## src/rtl/es_ctrl.sv

```systemverilog
// -----------------------------------------------------------------------------
// es_ctrl -- execution-stack command controller.
//
// Accepts one stack command per start pulse while IDLE and sequences the
// enable/opcode strobes that drive the external ES_subsys stack and its ALU.
// It keeps its own copy of the stack occupancy so commands that would
// underflow or overflow are rejected before any stack strobe is issued.
//
// Commands (cmd): 000 NOP, 001 PUSHV, 010 POP, 011 POP2, 100 ADD, 101 ADDI,
//                 110 SUB, 111 reserved (always rejected).
//
// Sequences:  NOP / rejected : IDLE -> FIN
//             PUSHV/POP/POP2 : IDLE -> ACT -> FIN
//             ADDI           : IDLE -> EXEC -> WBPUSH -> FIN
//             ADD/SUB        : IDLE -> EXEC -> WBPOP -> WBPUSH -> FIN
//
// Ports:
//   clk      in   sole clock, rising edge
//   reset    in   asynchronous, active-high
//   start    in   command request, sampled only in IDLE
//   cmd      in   [2:0] command code, sampled with start
//   busy     out  high in every state except IDLE
//   done     out  one-cycle completion pulse (state FIN)
//   err      out  command rejected, meaningful only while done=1
//   ESAct    out  stack strobe
//   ESop     out  [1:0] 00 push, 01 pop, 10 replace top, 11 none
//   popAmt   out  0 pop one, 1 pop two
//   ALUOp    out  [1:0] 00 pass, 01 add, 10 sub
//   ALUSrcB  out  [1:0] 00 stack second entry, 01 sign-extended immediate
//   pushSel  out  push data source: 0 PushValw, 1 ALU result
//   depth    out  [DEPTHW-1:0] current stack occupancy
//
// All outputs come straight from flops: their next value is decoded from the
// next state and the next latched command, so they change only on clk edges.
// -----------------------------------------------------------------------------
module es_ctrl #(
  parameter int DEPTH  = 16,
  parameter int DEPTHW = 5
) (
  input  logic              clk,
  input  logic              reset,
  input  logic              start,
  input  logic [2:0]        cmd,
  output logic              busy,
  output logic              done,
  output logic              err,
  output logic              ESAct,
  output logic [1:0]        ESop,
  output logic              popAmt,
  output logic [1:0]        ALUOp,
  output logic [1:0]        ALUSrcB,
  output logic              pushSel,
  output logic [DEPTHW-1:0] depth
);

  // FSM state encoding
  localparam logic [2:0] S_IDLE   = 3'd0;
  localparam logic [2:0] S_ACT    = 3'd1;
  localparam logic [2:0] S_EXEC   = 3'd2;
  localparam logic [2:0] S_WBPOP  = 3'd3;
  localparam logic [2:0] S_WBPUSH = 3'd4;
  localparam logic [2:0] S_FIN    = 3'd5;

  // Command codes
  localparam logic [2:0] C_NOP   = 3'b000;
  localparam logic [2:0] C_PUSHV = 3'b001;
  localparam logic [2:0] C_POP   = 3'b010;
  localparam logic [2:0] C_POP2  = 3'b011;
  localparam logic [2:0] C_ADD   = 3'b100;
  localparam logic [2:0] C_ADDI  = 3'b101;
  localparam logic [2:0] C_SUB   = 3'b110;

  // Stack opcodes
  localparam logic [1:0] OP_PUSH = 2'b00;
  localparam logic [1:0] OP_POP  = 2'b01;
  localparam logic [1:0] OP_REPL = 2'b10;
  localparam logic [1:0] OP_NONE = 2'b11;

  // ALU controls
  localparam logic [1:0] ALU_PASS = 2'b00;
  localparam logic [1:0] ALU_ADD  = 2'b01;
  localparam logic [1:0] ALU_SUB  = 2'b10;
  localparam logic [1:0] SRCB_STK = 2'b00;
  localparam logic [1:0] SRCB_IMM = 2'b01;

  localparam logic [DEPTHW-1:0] DEPTH_MAX = DEPTHW'(DEPTH);
  localparam logic [DEPTHW-1:0] ONE       = DEPTHW'(1);
  localparam logic [DEPTHW-1:0] TWO       = DEPTHW'(2);

  logic [2:0]        state_q,   state_d;
  logic [2:0]        cmd_q,     cmd_d;
  logic              fail_q,    fail_d;
  logic              busy_q,    busy_d;
  logic              done_q,    done_d;
  logic              err_q,     err_d;
  logic              esact_q,   esact_d;
  logic [1:0]        esop_q,    esop_d;
  logic              popamt_q,  popamt_d;
  logic [1:0]        aluop_q,   aluop_d;
  logic [1:0]        alusrcb_q, alusrcb_d;
  logic              pushsel_q, pushsel_d;
  logic [DEPTHW-1:0] depth_q,   depth_d;
  logic              cmd_ok;

  // Occupancy precondition for the command currently on cmd.
  always_comb begin
    // NOTE: every combinational output gets a default first so no path
    // through the case leaves it unassigned and a latch is inferred.
    cmd_ok = 1'b0;
    case (cmd)
      C_NOP:          cmd_ok = 1'b1;
      C_PUSHV:        cmd_ok = (depth_q < DEPTH_MAX);
      C_POP, C_ADDI:  cmd_ok = (depth_q >= ONE);
      C_POP2, C_ADD,
      C_SUB:          cmd_ok = (depth_q >= TWO);
      default:        cmd_ok = 1'b0;
    endcase
  end

  // Next-state logic. cmd and the pass/fail verdict are latched only on the
  // accepting edge; start outside IDLE has no effect.
  always_comb begin
    state_d = state_q;
    cmd_d   = cmd_q;
    fail_d  = fail_q;
    case (state_q)
      S_IDLE: begin
        if (start) begin
          cmd_d  = cmd;
          fail_d = ~cmd_ok;
          if (!cmd_ok) begin
            state_d = S_FIN;
          end else begin
            case (cmd)
              C_PUSHV, C_POP, C_POP2: state_d = S_ACT;
              C_ADD, C_SUB, C_ADDI:   state_d = S_EXEC;
              default:                state_d = S_FIN;
            endcase
          end
        end
      end
      S_ACT:    state_d = S_FIN;
      S_EXEC:   state_d = (cmd_q == C_ADDI) ? S_WBPUSH : S_WBPOP;
      S_WBPOP:  state_d = S_WBPUSH;
      S_WBPUSH: state_d = S_FIN;
      S_FIN:    state_d = S_IDLE;
      default:  state_d = S_IDLE;
    endcase
  end

  // Output decode for the state being entered, registered below.
  always_comb begin
    busy_d    = (state_d != S_IDLE);
    done_d    = (state_d == S_FIN);
    err_d     = (state_d == S_FIN) && fail_d;
    esact_d   = 1'b0;
    esop_d    = OP_NONE;
    popamt_d  = 1'b0;
    pushsel_d = 1'b0;
    aluop_d   = ALU_PASS;
    alusrcb_d = SRCB_STK;

    // The ALU setup is held from EXEC through write-back so the result it
    // produces stays stable while the stack consumes it.
    if (state_d == S_EXEC || state_d == S_WBPOP || state_d == S_WBPUSH) begin
      aluop_d   = (cmd_d == C_SUB) ? ALU_SUB : ALU_ADD;
      alusrcb_d = (cmd_d == C_ADDI) ? SRCB_IMM : SRCB_STK;
    end

    case (state_d)
      S_ACT: begin
        esact_d = 1'b1;
        case (cmd_d)
          C_PUSHV: esop_d = OP_PUSH;
          C_POP:   esop_d = OP_POP;
          C_POP2: begin
            esop_d   = OP_POP;
            popamt_d = 1'b1;
          end
          default: esop_d = OP_NONE;
        endcase
      end
      S_WBPOP: begin
        esact_d  = 1'b1;
        esop_d   = OP_POP;
        popamt_d = 1'b1;
      end
      S_WBPUSH: begin
        esact_d   = 1'b1;
        pushsel_d = 1'b1;
        // ADDI overwrites the top with top+imm instead of pop-then-push.
        esop_d    = (cmd_d == C_ADDI) ? OP_REPL : OP_PUSH;
      end
      default: ;
    endcase
  end

  // Occupancy follows the strobe being presented this cycle; saturating
  // guards keep it from wrapping even if the stack ops were ever mis-issued.
  always_comb begin
    depth_d = depth_q;
    if (esact_q) begin
      case (esop_q)
        OP_PUSH: if (depth_q != DEPTH_MAX) depth_d = depth_q + ONE;
        OP_POP: begin
          if (popamt_q) begin
            if (depth_q >= TWO) depth_d = depth_q - TWO;
          end else begin
            if (depth_q >= ONE) depth_d = depth_q - ONE;
          end
        end
        default: depth_d = depth_q;
      endcase
    end
  end

  // NOTE: reset clears every flop including the latched command, so no
  // strobe can follow a reset that lands mid-sequence.
  always_ff @(posedge clk or posedge reset) begin
    if (reset) begin
      state_q   <= S_IDLE;
      cmd_q     <= C_NOP;
      fail_q    <= 1'b0;
      busy_q    <= 1'b0;
      done_q    <= 1'b0;
      err_q     <= 1'b0;
      esact_q   <= 1'b0;
      esop_q    <= OP_NONE;
      popamt_q  <= 1'b0;
      pushsel_q <= 1'b0;
      aluop_q   <= ALU_PASS;
      alusrcb_q <= SRCB_STK;
      depth_q   <= '0;
    end else begin
      // NOTE: non-blocking assignments so every flop samples pre-edge values.
      state_q   <= state_d;
      cmd_q     <= cmd_d;
      fail_q    <= fail_d;
      busy_q    <= busy_d;
      done_q    <= done_d;
      err_q     <= err_d;
      esact_q   <= esact_d;
      esop_q    <= esop_d;
      popamt_q  <= popamt_d;
      pushsel_q <= pushsel_d;
      aluop_q   <= aluop_d;
      alusrcb_q <= alusrcb_d;
      depth_q   <= depth_d;
    end
  end

  assign busy    = busy_q;
  assign done    = done_q;
  assign err     = err_q;
  assign ESAct   = esact_q;
  assign ESop    = esop_q;
  assign popAmt  = popamt_q;
  assign pushSel = pushsel_q;
  assign ALUOp   = aluop_q;
  assign ALUSrcB = alusrcb_q;
  assign depth   = depth_q;

endmodule

```

## config.mk

```make
export PLATFORM = sky130hd
export DESIGN_NAME = es_ctrl
export DESIGN_NICKNAME = d
export VERILOG_FILES = /design/src/rtl/es_ctrl.sv
export SDC_FILE = /design/constraint.sdc
export NUM_CORES = 1
export LEC_CHECK = 0
export ABC_CLOCK_PERIOD_IN_PS = 5140
export CORE_MARGIN = 2
export CORE_UTILIZATION = 60
export DETAILED_ROUTE_END_ITERATION = 10
export DONT_BUFFER_PORTS = 1
export PLACE_DENSITY = 0.83
export SYNTH_ARGS = -nofsm -noshare
export SYNTH_HDL_FRONTEND = slang
export SYNTH_SLANG_ARGS = --single-unit
```

## constraint.sdc

```tcl
create_clock -name clk -period 5.14 [get_ports clk]
set_input_delay 0.514 -clock clk [delete_from_list [all_inputs] [get_ports clk]]
set_output_delay 0.514 -clock clk [all_outputs]
set_load 0.05 [all_outputs]
```

==> results.md <==
| Result | Value |
| --- | --- |
| Most instantiated library cell after synthesis | sky130_fd_sc_hd__dfrtp_1 |
| Multi-input logic area | 763 µm² |
| CTS Root Cell | sky130_fd_sc_hd__clkbuf_4 |
| Worst slew margin relative to its limit | 42.9% |
| Synth Register Bits | 23 |
| Worst supply voltage drop on vdd | 366 µV |
| Post-synthesis cell type with the largest combined area | sky130_fd_sc_hd__dfrtp_1 |
| Fin nets | 154 |
| Global-route wire length before repair | 4570 µm |
| Total power per unit cell area | 611 nW/µm² |
| CTS Hold Bufs | 0 |
| Routed length on met1 | 1240 µm |
| Number of enable-type register cells in the synthesized netlist | 0 |
| Max-cap check violation count | 0 |
| CTS H-Tree Depth | 1 |
| Critical-path top delay cell | sky130_fd_sc_hd__dfrtp_1 |
| Total die area | 2770 µm² |
| I/O pin count | 23 |
| Flip-flop cell with the highest count after synthesis | sky130_fd_sc_hd__dfrtp_1 |
| Transition at the pin with the smallest max-transition slack | 856 ps |
| Fraction of final layout cells sized beyond drive strength 1 | 12.2% |
| TritonCTS Buffers | 3 |
| Peak clock frequency supported by timing | 0.385 GHz |
| Vertical die dimension | 52.6 µm |
| Net switching power | 0.441 mW |
| Leak pwr | 0.648 nW |
| Diode count | 0 |
| Synth Instances | 141 |
| Drt pass-1 iters | 4 |
| Endpoint arrival time on the critical path | 2800 ps |
| Total via count after detailed routing | 1036 |
| Area added between synthesis and finish | 1.15% |
| Buffers & Inverters on Critical Path | 1 |
| Total met2 wirelength after detailed routing | 1270 µm |
| Internal Power | 0.435 mW |
| WL per Instance | 16.2 µm |
| Antenna violations before repair | 0 |
| Total wire length after detailed routing | 2700 µm |
| Number of global-route vias before repair | 1021 |
| Wire length on met3 | 154 µm |
| Clock tree from TritonCTS | built |
| Cell types with the highest counts after synthesis | sky130_fd_sc_hd__dfrtp_1, sky130_fd_sc_hd__nand2_1, sky130_fd_sc_hd__ha_1, sky130_fd_sc_hd__inv_1, sky130_fd_sc_hd__nand3_1 |
| Insertion delay to the later sink of the worst-skew pair | 320 ps |
| Total area of sequential cells | 578 µm² |
| CP endpoint kind | register |
| Core ar. | 2210 µm² |
| Summed instance area of the synthesized netlist | 1420 µm² |
| Final Hold Viols | 0 |
| Placed Instance Area | 1410 µm² |
| Final-layout setup total negative slack | 0 ps |
| Number of library cell types mapped by synthesis | 54 |
| CP Cell Sequence | inv_1, ha_1, nor3b_1, a22o_1, and3_4, a31o_1, or3_1 |
| Combined global-route utilization of all metal layers | 22.6% |
| Initial core utilization | 64.0% |
| Register share of total power | 50.2% |
| Combinational group share of total power | 40.3% |
| CP Launch Type | register |
| Mean post-synth cell area | 10.0 µm² |
| Clock tree buffer depth | 2 |
| Cells resized by post-CTS repair | 0 |
| Post-detailed-route DRC marker count | 0 |
| Count of synthesis-stage warnings from yosys | 0 |
| Total number of clock tree sinks | 23 |
| Final Wtd Congestion | 0.899 |
| Biggest area contributors in the synthesized netlist | sky130_fd_sc_hd__dfrtp_1, sky130_fd_sc_hd__ha_1, sky130_fd_sc_hd__dfstp_2 |
| Clock Power Share | 9.6% |
| Number of input and output port buffers inserted | 0 |
| Setup violation total in the final timing report | 0 |
| Required time reported for the critical path endpoint | 5340 ps |
| Number of max-slew violations in the final report | 0 |
| Final clock skew | 9.92 ps |
| Class of the most critical hold timing path | in -> async |
| Type of the setup path with the least slack | reg -> reg |
| Number of buffers inserted by post-CTS setup repair | 0 |
| Standard-cell rows | 17 |
| Portion of the post-synthesis area used by sequential elements | 40.8% |
| Clock slew seen by the registers of the worst setup and hold paths | 120 ps |
| Top routing layer in use | met4 |
| Vias per inst | 6.20 |
| CP peak stage delay | 760 ps |
| Post-DP HPWL | 2050 µm |
| Net Sw Frac | 50.3% |
| Post-route antenna net violation count | 0 |
| Summed area of non-filler cells in the final layout | 1430 µm² |
| CP Max Fanout | 7 |
| Fraction of post-synthesis cell area in the top cell type by area | 37.1% |
| Number of filler instances in the final layout | 187 |
| Crit path max-delay family | flip-flops |
| RSZ-0062 raised after global routing | false |
| Min Clock Period, post-route | 2600 ps |
| Die Wd | 52.6 µm |
| Part of the cycle the worst path needs | 50.5% |
| Result of the run | finished, final reports clean |
| Maximum number of pins on one net before global-route repair | 24 |
| Async set-or-reset flop fraction in the synthesized netlist | 100% |
| Net count after synthesis | 155 |
| First DRT Iteration DRCs | 30 |
| Aggregate global routing overflow | 0 |
==> sequential cells by signal (all words and copies together) (netlist names), 2 cells and up <==
name	count
ESop	2
depth	5
cmd_q	3
state_q	3
ALUOp	2
==> power groups by stage <==
stage                     clock, mW  sequential, mW  combinational [mW]
final                        0.0838           0.439               0.352
after global routing         0.0929           0.453               0.403
after CTS                    0.0865           0.439               0.351
after detailed placement          0           0.443               0.350
after global placement            0           0.440               0.337
after floorplan                   0           0.408               0.320
==> through the flow <==
step | cells | util (%) | setup slack [ps] | total power [mW] | hold WS (ps)
finish | 167 | 64.8 | 2540 | 0.876 | 238
global placement | 163 | 63.6 | 2650 | 0.777 | 461
global route | 167 | 64.8 | 2300 | 0.949 | 316
detailed placement | 163 | 63.6 | 2570 | 0.793 | 479
floorplan | 141 | - | 2740 | 0.728 | 440
CTS | 167 | 64.8 | 2550 | 0.877 | 275
==> worst reg2reg max path, stage by stage, from the launching register on <==
cell                      delay (ps)
sky130_fd_sc_hd__dfrtp_1         760
sky130_fd_sc_hd__inv_1           250
sky130_fd_sc_hd__ha_1            280
sky130_fd_sc_hd__nor3b_1         170
sky130_fd_sc_hd__a22o_1          270
sky130_fd_sc_hd__and3_4          200
sky130_fd_sc_hd__a31o_1          220
sky130_fd_sc_hd__or3_1           330
==> area by class of cell <==
class                      instances  share of cell area [%]
multi-input combinational        104                    53.3
sequential                        23                    40.3
tap                               28                    2.45
inverter                           8                    2.10
clock buffer                       4                    1.83
==> layout by cell type (no fill, tap or decap), drive strengths merged, types with 2 or more instances in the layout <==
cell and count:
a211o 2, a21boi 3, a21oi 4, a22oi 2, a31oi 3, and3 2
clkbuf 4, dfrtp 21, dfstp 2, ha 8, inv 8, mux2 3
mux2i 3, nand2 13, nand2b 8, nand3 8, nand3b 3, nor2 6
nor3b 2, o21ai 6, or2 2, xnor2 3
==> logic make-up (layout without fill, tap and decap cells) <==
group	after synthesis	after routing	synth area share, %
muxes	6	6	5.04
AOI/OAI and AO/OA	32	32	16.6
adders and majority gates	8	8	7.07
buffers and inverters	14	12	5.30
and+or+nand+nor	53	53	22.4
xor gates and xnor gates	4	4	2.47
DFF	23	23	40.8
other	1	1	0.265
==> path summary, 6_finish.rpt <==
path,start,to,slack [ps],cells past startpoint
max,depth[1],busy,2540,7
min,reset,popAmt,240,1
max reg2reg,depth[1],busy,2540,7
min reg2reg,fail_q,fail_q,500,2
max in group asynchronous,reset,ALUOp[0],4360,1
min in group clk,start,state_q[2],360,1
==> metal layers <==
layer / vias to the layer above / track usage, %
met3: 5 / 4.86
met2: 35 / 35.4
met5: - / 0
li1: 498 / -
met4: 0 / 7.69
met1: 498 / 30.8
Note: power is estimated with default switching activity, not from simulation.
